File: config.mk
export PLATFORM = sky130hd
export DESIGN_NAME = pipe_stall_ctrl_flat
export DESIGN_NICKNAME = d
export VERILOG_FILES = /design/src/rtl/pipe_stall_ctrl_if.sv /design/src/rtl/pipe_stall_ctrl.sv /design/src/flat_wrapper.sv
export SDC_FILE = /design/constraint.sdc
export NUM_CORES = 1
export LEC_CHECK = 0
export CAP_MARGIN = 30
export CORE_MARGIN = 3
export CORE_UTILIZATION = 36
export CTS_BUF_LIST = sky130_fd_sc_hd__clkbuf_4
export CTS_CLUSTER_SIZE = 10
export DETAILED_ROUTE_END_ITERATION = 8
export GPL_TIMING_DRIVEN = 0
export HOLD_SLACK_MARGIN = 0.03
export MAX_ROUTING_LAYER = met4
export PLACE_DENSITY_LB_ADDON = 0.05
export SLEW_MARGIN = 20
export SYNTH_ARGS = -nofsm -noshare
export SYNTH_HDL_FRONTEND = slang
export SYNTH_SLANG_ARGS = --single-unit
File: constraint.sdc
create_clock -name i_clk -period 1.3 [get_ports i_clk]
set_input_delay 0.13 -clock i_clk [delete_from_list [all_inputs] [get_ports i_clk]]
set_output_delay 0.13 -clock i_clk [all_outputs]
set_load 0.02 [all_outputs]
File: src/rtl/pipe_stall_ctrl_if.sv
// Handshake bundle between the hazard sequencer and the pipeline registers.
// The master side drives hazard inputs; the slave side (the sequencer) drives stage controls.
interface pipe_stall_ctrl_if #(
    parameter int CNT_W = 16
);
    logic [4:0]       id_rs;
    logic [4:0]       id_rt;
    logic [4:0]       ex_rt;
    logic             ex_mem_read;
    logic             branch_taken;
    logic             mem_req;
    logic             mem_ready;
    logic             cnt_clr;
    logic             pc_en;
    logic             if_id_en;
    logic             if_id_flush;
    logic             id_ex_en;
    logic             id_ex_flush;
    logic             ex_mem_en;
    logic             mem_wb_en;
    logic             mem_wb_bubble;
    logic             fault;
    logic [CNT_W-1:0] stall_cnt;

    modport master (
        output id_rs, id_rt, ex_rt, ex_mem_read, branch_taken,
        output mem_req, mem_ready, cnt_clr,
        input  pc_en, if_id_en, if_id_flush, id_ex_en, id_ex_flush,
        input  ex_mem_en, mem_wb_en, mem_wb_bubble, fault, stall_cnt
    );

    modport slave (
        input  id_rs, id_rt, ex_rt, ex_mem_read, branch_taken,
        input  mem_req, mem_ready, cnt_clr,
        output pc_en, if_id_en, if_id_flush, id_ex_en, id_ex_flush,
        output ex_mem_en, mem_wb_en, mem_wb_bubble, fault, stall_cnt
    );
endinterface

File: src/rtl/pipe_stall_ctrl.sv
// Load-use / branch-flush / memory-wait stall sequencer for the 5-stage pipeline.
// Define PIPE_STALL_PERF_CNT_EN to build the stall performance counter.
module pipe_stall_ctrl #(
    parameter int MEM_TIMEOUT = 15,
    parameter int CNT_W       = 16
) (
    input logic               i_clk,
    input logic               i_rst_n,
    pipe_stall_ctrl_if.slave  bus
);
    typedef enum logic [1:0] {
        S_RUN   = 2'd0,
        S_WAIT  = 2'd1,
        S_FAULT = 2'd2
    } state_t;

    state_t     r_state;
    state_t     w_state_nxt;
    logic [7:0] r_wait_cnt;
    logic [7:0] w_wait_nxt;
    logic       r_fault;
    logic       w_fault_nxt;

    logic w_mem_busy;
    logic w_load_use;
    logic w_run_eval;
    logic w_pc_en;
    logic w_if_id_en;
    logic w_if_id_flush;
    logic w_id_ex_en;
    logic w_id_ex_flush;
    logic w_ex_mem_en;
    logic w_mem_wb_en;
    logic w_mem_wb_bubble;

    assign w_mem_busy = bus.mem_req & ~bus.mem_ready;
    assign w_load_use = bus.ex_mem_read & (bus.ex_rt != 5'd0) &
                        ((bus.ex_rt == bus.id_rs) | (bus.ex_rt == bus.id_rt));

    always_ff @(posedge i_clk or negedge i_rst_n) begin
        if (!i_rst_n) begin
            r_state    <= S_RUN;
            r_wait_cnt <= 8'd0;
            r_fault    <= 1'b0;
        end else begin
            r_state    <= w_state_nxt;
            r_wait_cnt <= w_wait_nxt;
            r_fault    <= w_fault_nxt;
        end
    end

    always_comb begin
        w_state_nxt     = r_state;
        w_wait_nxt      = r_wait_cnt;
        w_fault_nxt     = r_fault;
        w_run_eval      = 1'b0;
        w_pc_en         = 1'b0;
        w_if_id_en      = 1'b0;
        w_if_id_flush   = 1'b0;
        w_id_ex_en      = 1'b0;
        w_id_ex_flush   = 1'b0;
        w_ex_mem_en     = 1'b0;
        w_mem_wb_en     = 1'b0;
        w_mem_wb_bubble = 1'b1;

        unique case (r_state)
            S_RUN: begin
                if (w_mem_busy) begin
                    w_state_nxt = S_WAIT;
                    w_wait_nxt  = 8'd1;
                end else begin
                    w_run_eval = 1'b1;
                end
            end
            S_WAIT: begin
                if (bus.mem_ready) begin
                    w_state_nxt = S_RUN;
                    w_wait_nxt  = 8'd0;
                    w_run_eval  = 1'b1;
                end else if (r_wait_cnt < 8'(MEM_TIMEOUT)) begin
                    w_wait_nxt = r_wait_cnt + 8'd1;
                end else begin
                    w_state_nxt = S_FAULT;
                    w_fault_nxt = 1'b1;
                end
            end
            S_FAULT: begin
                w_fault_nxt = 1'b1;
            end
            default: begin
                w_state_nxt = S_RUN;
            end
        endcase

        // Branch outranks load-use: the ID instruction is discarded anyway.
        if (w_run_eval) begin
            w_mem_wb_bubble = 1'b0;
            w_id_ex_en      = 1'b1;
            w_ex_mem_en     = 1'b1;
            w_mem_wb_en     = 1'b1;
            priority case (1'b1)
                bus.branch_taken: begin
                    w_pc_en       = 1'b1;
                    w_if_id_en    = 1'b1;
                    w_if_id_flush = 1'b1;
                    w_id_ex_flush = 1'b1;
                end
                w_load_use: begin
                    w_id_ex_flush = 1'b1;
                end
                default: begin
                    w_pc_en    = 1'b1;
                    w_if_id_en = 1'b1;
                end
            endcase
        end
    end

    assign bus.pc_en         = i_rst_n & w_pc_en;
    assign bus.if_id_en      = i_rst_n & w_if_id_en;
    assign bus.if_id_flush   = i_rst_n & w_if_id_flush;
    assign bus.id_ex_en      = i_rst_n & w_id_ex_en;
    assign bus.id_ex_flush   = i_rst_n & w_id_ex_flush;
    assign bus.ex_mem_en     = i_rst_n & w_ex_mem_en;
    assign bus.mem_wb_en     = i_rst_n & w_mem_wb_en;
    assign bus.mem_wb_bubble = ~i_rst_n | w_mem_wb_bubble;
    assign bus.fault         = r_fault;

`ifdef PIPE_STALL_PERF_CNT_EN
    logic [CNT_W-1:0] r_stall_cnt;

    always_ff @(posedge i_clk or negedge i_rst_n) begin
        if (!i_rst_n) begin
            r_stall_cnt <= '0;
        end else if (bus.cnt_clr) begin
            r_stall_cnt <= '0;
        end else if (!w_pc_en && (r_stall_cnt != {CNT_W{1'b1}})) begin
            r_stall_cnt <= r_stall_cnt + 1'b1;
        end
    end

    assign bus.stall_cnt = r_stall_cnt;
`else
    logic w_unused_cnt_clr;
    assign w_unused_cnt_clr = bus.cnt_clr;
    assign bus.stall_cnt    = '0;
`endif
endmodule

File: src/flat_wrapper.sv
// flat-port wrapper written by rule: the top's interface ports become plain ports
module pipe_stall_ctrl_flat 
#(
    parameter int MEM_TIMEOUT = 15,
    parameter int CNT_W       = 16
)
  (i_clk, i_rst_n, bus_id_rs, bus_id_rt, bus_ex_rt, bus_ex_mem_read, bus_branch_taken, bus_mem_req, bus_mem_ready, bus_cnt_clr, bus_pc_en, bus_if_id_en, bus_if_id_flush, bus_id_ex_en, bus_id_ex_flush, bus_ex_mem_en, bus_mem_wb_en, bus_mem_wb_bubble, bus_fault, bus_stall_cnt);
  pipe_stall_ctrl_if #(.CNT_W(CNT_W)) bus_i ();
  input logic i_clk;
  input logic i_rst_n;
  input wire logic [$bits(bus_i.id_rs)-1:0] bus_id_rs;
  input wire logic [$bits(bus_i.id_rt)-1:0] bus_id_rt;
  input wire logic [$bits(bus_i.ex_rt)-1:0] bus_ex_rt;
  input wire logic [$bits(bus_i.ex_mem_read)-1:0] bus_ex_mem_read;
  input wire logic [$bits(bus_i.branch_taken)-1:0] bus_branch_taken;
  input wire logic [$bits(bus_i.mem_req)-1:0] bus_mem_req;
  input wire logic [$bits(bus_i.mem_ready)-1:0] bus_mem_ready;
  input wire logic [$bits(bus_i.cnt_clr)-1:0] bus_cnt_clr;
  output wire logic [$bits(bus_i.pc_en)-1:0] bus_pc_en;
  output wire logic [$bits(bus_i.if_id_en)-1:0] bus_if_id_en;
  output wire logic [$bits(bus_i.if_id_flush)-1:0] bus_if_id_flush;
  output wire logic [$bits(bus_i.id_ex_en)-1:0] bus_id_ex_en;
  output wire logic [$bits(bus_i.id_ex_flush)-1:0] bus_id_ex_flush;
  output wire logic [$bits(bus_i.ex_mem_en)-1:0] bus_ex_mem_en;
  output wire logic [$bits(bus_i.mem_wb_en)-1:0] bus_mem_wb_en;
  output wire logic [$bits(bus_i.mem_wb_bubble)-1:0] bus_mem_wb_bubble;
  output wire logic [$bits(bus_i.fault)-1:0] bus_fault;
  output wire logic [$bits(bus_i.stall_cnt)-1:0] bus_stall_cnt;
  assign bus_i.id_rs = bus_id_rs;
  assign bus_i.id_rt = bus_id_rt;
  assign bus_i.ex_rt = bus_ex_rt;
  assign bus_i.ex_mem_read = bus_ex_mem_read;
  assign bus_i.branch_taken = bus_branch_taken;
  assign bus_i.mem_req = bus_mem_req;
  assign bus_i.mem_ready = bus_mem_ready;
  assign bus_i.cnt_clr = bus_cnt_clr;
  assign bus_pc_en = bus_i.pc_en;
  assign bus_if_id_en = bus_i.if_id_en;
  assign bus_if_id_flush = bus_i.if_id_flush;
  assign bus_id_ex_en = bus_i.id_ex_en;
  assign bus_id_ex_flush = bus_i.id_ex_flush;
  assign bus_ex_mem_en = bus_i.ex_mem_en;
  assign bus_mem_wb_en = bus_i.mem_wb_en;
  assign bus_mem_wb_bubble = bus_i.mem_wb_bubble;
  assign bus_fault = bus_i.fault;
  assign bus_stall_cnt = bus_i.stall_cnt;
  pipe_stall_ctrl #(.MEM_TIMEOUT(MEM_TIMEOUT), .CNT_W(CNT_W)) u_core (.i_clk(i_clk), .i_rst_n(i_rst_n), .bus(bus_i));
endmodule
# == Word level (Yosys, flattened, before mapping) ==
# Cells that the tools add are included.
# classes
n_addsub,1
n_lt_le_gt_ge,1
eq_ne,9
mux,24
n_bitwise,12
n_reduce_logical,7
# ops
operator,count
two-way mux 8 bit,3
case mux 8 bit (2 select lines),1
two-way mux 1 bit,14
equality test 5 bit,2
AND reduction 3 bit,3
"adder 8 x 1 -> 8 bit, second input constant",1
"< comparator 8 x 4 -> 1 bit, second input constant",1
AND 1 bit,7
two-way mux 2 bit,3
case mux 2 bit (3 select lines),1
nonzero test 5 bit,1
"inequality test 2 bit, second input constant",2
case mux 1 bit (2 select lines),2
nonzero test 2 bit,2
"inequality test 3 x 2 -> 1 bit, second input constant",1
"inequality test 3 bit, second input constant",1
inverter 1 bit,3
"equality test 2 x 1 -> 1 bit, second input constant",1
"equality test 2 bit, second input constant",1
zero test 2 bit,1
"inequality test 2 x 1 -> 1 bit, second input constant",1
bitwise OR 1 bit,2
# word_totals
register_bits,11
input_bits,22

# == Depth between registers and ports, before layout ==
# Gate-level depths: netlist (run 1).
# logic_depth
ltp_word,7
ltp_mapped,5
depth_no_buf,5

# == Least setup slack after synthesis (run 1) ==
# Ideal clock, no wire load.
# synth_path
path_kind,register to output
start,register u_core.r_state[0]
end,output bus_id_ex_flush
arrival_time_ns,1.656
setup_slack_ns,-0.486
path_stages_with_launch,6
n_path_buf,1
cell_sequence,dfrtp_1 -> buf_4 -> nor2_1 -> o211a_1 -> inv_2 -> o31ai_1
# synth_between
elab_chain_cells,4
word_cells_on_any_way,5
cone_classes,eq/ne (1); mux (2); bitwise (1); reduce/logical (1)
# synth_lines
element,line_no,source
"start, declared",pipe_stall_ctrl.sv:17,state_t r_state;
"start signal, assigned",pipe_stall_ctrl.sv:46,r_state <= w_state_nxt;
equality test 2 x 1 -> 1 bit / zero test 2 bit (equally long branches),pipe_stall_ctrl.sv:66,unique case (r_state)
case mux 1 bit (2 select lines) *,pipe_stall_ctrl.sv:66,
two-way mux 1 bit *,pipe_stall_ctrl.sv:96,if (w_run_eval) begin
AND 1 bit *,pipe_stall_ctrl.sv:123,assign bus.id_ex_flush = i_rst_n & w_id_ex_flush;
"end, declared",flat_wrapper.sv:23,output wire logic [$bits(bus_i.id_ex_flush)-1:0] bus_id_ex_flush;
# Mark *: on every way between the ends. The rest lies on a longest branch, timed or not.

# == Final worst setup path (run 1) ==
# layout_path
start,input bus_mem_ready
end,output bus_id_ex_flush
# layout_between
elab_chain_cells,6
word_cells_on_any_way,7
cone_classes,mux (4); bitwise (3)
# layout_lines
element,line_no,source
"start, declared",flat_wrapper.sv:17,input wire logic [$bits(bus_i.mem_ready)-1:0] bus_mem_ready;
inverter 1 bit,pipe_stall_ctrl.sv:36,assign w_mem_busy = bus.mem_req & ~bus.mem_ready;
AND 1 bit,pipe_stall_ctrl.sv:36,
two-way mux 1 bit,pipe_stall_ctrl.sv:68,if (w_mem_busy) begin
case mux 1 bit (2 select lines) *,pipe_stall_ctrl.sv:66,
two-way mux 1 bit *,pipe_stall_ctrl.sv:96,
AND 1 bit *,pipe_stall_ctrl.sv:123,
# Marks and branches as above.

==> impl_results.md, run 1 <==
- Synth cell count leaders: buf_4, dfrtp_1, xor2_1, inv_1, nor2_1
- Number of synthesized flops with an enable pin: 0
- Gr usage total: 0.183
- Async set-or-reset flop fraction in the synthesized netlist: 1.00
- P_leak: 0.766 nW
- Clk root buf: clkbuf_4
- Core box area: 2080 µm²
- Die Wd: 54.5 µm
- # DRC: 0
- PortBufs: 29
- Detailed-placement wirelength estimate: approximately 1600 µm
- Leading area contributor after synthesis: dfrtp_1
- Layout cells sized above 1: 0.472
- Mapped Area: roughly 850 µm²
- CP required: 1.17 ns
- Die height: 54.5 µm
- Row cnt: 16
- PnR worst setup slack: -0.302 ns
- Synth Instances: 94
- N_diodes: 0
- Worst skew pair latency: about 0.28 ns
- Worst-Margin Slew: 0.519 ns
- Drt pass-1 iters: 4
- Gpl congestion: 0.873
- Crit-path cells: clkdlybuf4s50_1 > o211a_4 > inv_4 > o31ai_4 > buf_6
- Initial antenna violation count: 0
- DR WL/cell: 13.3 µm
- Crit share post-route: 1.23
- Total wire length: 2480 µm
- Slew Limit Fails: 0
- Max_cap viols: 0
- Vias in the first global route: 855
- Clk slew on worst S/H paths: roughly 0.080 ns
- Crit Path Max Fanout: 6
- Worst slew margin: 0.653
- CTS Buffer Depth: 2
- Status: finished, violations left
- Final hold violations: 0
- Initial DRC count: 27
- Placed cell area: 1280 µm²
- First-pass GRT wire length: 3750 µm
- CTS Sinks: 11
- Die area: about 3000 µm²
- Pre-CTS setup slack: -1.09 ns
- Max stage delay cell, worst path: clkdlybuf4s50_1
- Via/cell ratio: 4.66
- Largest net degree at the start of global routing: 12
- Pwr/cell area: 714 nW/µm²
- CTS Buf Count: 3
- Layout area overhead: 83.3%
- Synth area leaders: dfrtp_1, buf_4, xor2_1
- Final #Nets: 183
- Setup violations, final: 16
- Top-count cell post-synth: buf_4
- Final hold slack: 0.504 ns
- RSZ-0062 raised after global routing: yes
- Global route overflow: 0
- Failing checks: negative setup slack
- Data arrival, critical path: 1.47 ns
- Crit start category: primary input
- Worst setup path class: primary input to output port
- Post-DRT Antenna Nets: 0
- Worst setup EP type: output port
- Top cell type's share of synthesized area: 0.325
- Crit path time final: about 1.6 ns
- F_max: roughly 620 MHz
- Max incr delay on CP: 0.67 ns
- Commonest register cell after synthesis: dfrtp_1
- Htree depth: 1
- Register bit total from synthesis: 11
- Ys Warns: 0
- Number of library cell types mapped by synthesis: 34
- Post-synthesis sequential area ratio: 0.325
- I/O pins: 47
- CTS tree: built
- Worst hold path type: flop to flop
- Final instance area: 1550 µm²
- Syn_area_per_cell: 9.01 µm²
- Final Skew: between 0.006 and 0.007 ns
- Initial cell density of the core: 0.407
- Maximum vdd ir drop: 0.000615 V
- Number of vias in the routed layout: 866
- Post-Route Setup TNS: -3.53 ns
==> area by class of cell <==
| type | instances | area (µm²) |
|---|---|---|
| flip-flops and latches | 11 | 277 |
| multi-input cells | 71 | 598 |
| clock inverters | 1 | 5.00 |
| well taps | 27 | 33.8 |
| fillers | 161 | 529 |
| inverters | 7 | 28.8 |
| repair buffers | 47 | 434 |
| clock buffers | 3 | 22.5 |
| plain buffers | 19 | 154 |
==> stage by stage <==
stage | total power [mW] | cells | util
2_1_floorplan | 0.620 | 109 | -
3_3_place_gp | 0.759 | 165 | 0.613
3_5_place_dp | 0.766 | 165 | 0.613
4_1_cts | 1.08 | 183 | 0.716
5_1_grt | 1.17 | 186 | 0.746
6_report | 1.11 | 186 | 0.746
==> power by group <==
group          internal (mW)  switching [mW]
logic                  0.246           0.229
registers              0.363          0.0305
clock network          0.114           0.126
==> cell usage in the layout (no fill, tap or decap), types with 2 or more instances in the layout <==
master | netlist | final
nor3_2 | 0 | 2
nand3_4 | 0 | 2
nor2_1 | 5 | 4
nor2b_1 | 4 | 4
clkdlybuf4s50_1 | 0 | 6
clkbuf_4 | 0 | 3
dlymetal6s2s_1 | 0 | 2
conb_1 | 1 | 16
o21ai_1 | 3 | 2
a21oi_2 | 0 | 2
dlygate4sd2_1 | 0 | 10
dfrtp_1 | 11 | 10
buf_6 | 0 | 13
inv_1 | 6 | 5
nand2_1 | 2 | 2
xor2_1 | 10 | 10
buf_4 | 20 | 31
==> layer usage <==
layer / share of wire / wire length [µm] / vias up / GRT usage
li1: - / - / 420 / -
met1: 0.37 / 923 / 399 / 0.204
met2: 0.54 / 1330 / 41 / 0.315
met3: 0.074 / 182 / 6 / 0.0572
met4: 0.015 / 37 / 0 / 0.0498
met5: 0 / 0 / - / -
==> path summary, 6_finish.rpt <==
path	start	slack, ns	endpoint	cells after the start
max reg2reg	u_core.r_wait_cnt[6]$_DFFE_PN0P_	-0.27	u_core.r_wait_cnt[2]$_DFFE_PN0P_	6
max in group asynchronous	i_rst_n	0.41	u_core.r_wait_cnt[0]$_DFFE_PN0P_	2
min in group asynchronous	i_rst_n	0.52	u_core.r_wait_cnt[2]$_DFFE_PN0P_	2
min	u_core.bus.fault$_DFFE_PN0P_	0.50	u_core.bus.fault$_DFFE_PN0P_	2
max	bus_mem_ready	-0.30	bus_id_ex_flush	5
min reg2reg	u_core.bus.fault$_DFFE_PN0P_	0.50	u_core.bus.fault$_DFFE_PN0P_	2
==> logic make-up (layout without fill, tap and decap cells) <==
kind of cell             Yosys count  after routing  share of synthesized area
AO/OA/AOI/OAI                     17             17                      0.139
adder cells (fa/ha/maj)            1              1                     0.0148
flip-flops                        11             11                      0.325
AND/OR/NAND/NOR                   27             27                      0.205
XOR/XNOR                          10             10                      0.103
buffers and inverters             27             77                      0.208
other                              1             16                    0.00443
==> sequential cells by signal, indices dropped and copies added, names as in the netlist <==
register,cells
u_core.r_wait_cnt,8
u_core.bus.fault,1
u_core.r_state,2
==> timing repair <==
item,CTS,global route
setup endpoints to repair,13,19
pin swaps,15,10
gates resized for setup,82,13
gates cloned,0,0
hold buffers,1,0
setup buffers,13,5
hold endpoints to repair,11,0
==> worst max-delay path, delay by kind of cell <==
kind                   cells  cell delay, ns
AOI/OAI and AO/OA          2            0.47
buffers and inverters      3            0.87
(Power assumes the default switching activity.)
==> inputs of run 2 (changes only) <==
--- a/config.mk
+++ b/config.mk
@@ -15,7 +15,7 @@
 export HOLD_SLACK_MARGIN = 0.03
 export MAX_ROUTING_LAYER = met4
 export PLACE_DENSITY_LB_ADDON = 0.05
-export SLEW_MARGIN = 20
+export SLEW_MARGIN = 40
 export SYNTH_ARGS = -nofsm -noshare
 export SYNTH_HDL_FRONTEND = slang
 export SYNTH_SLANG_ARGS = --single-unit
==> results of run 2 <==
Same layout as run 1: the final DEF is identical, and so are final timing and power.
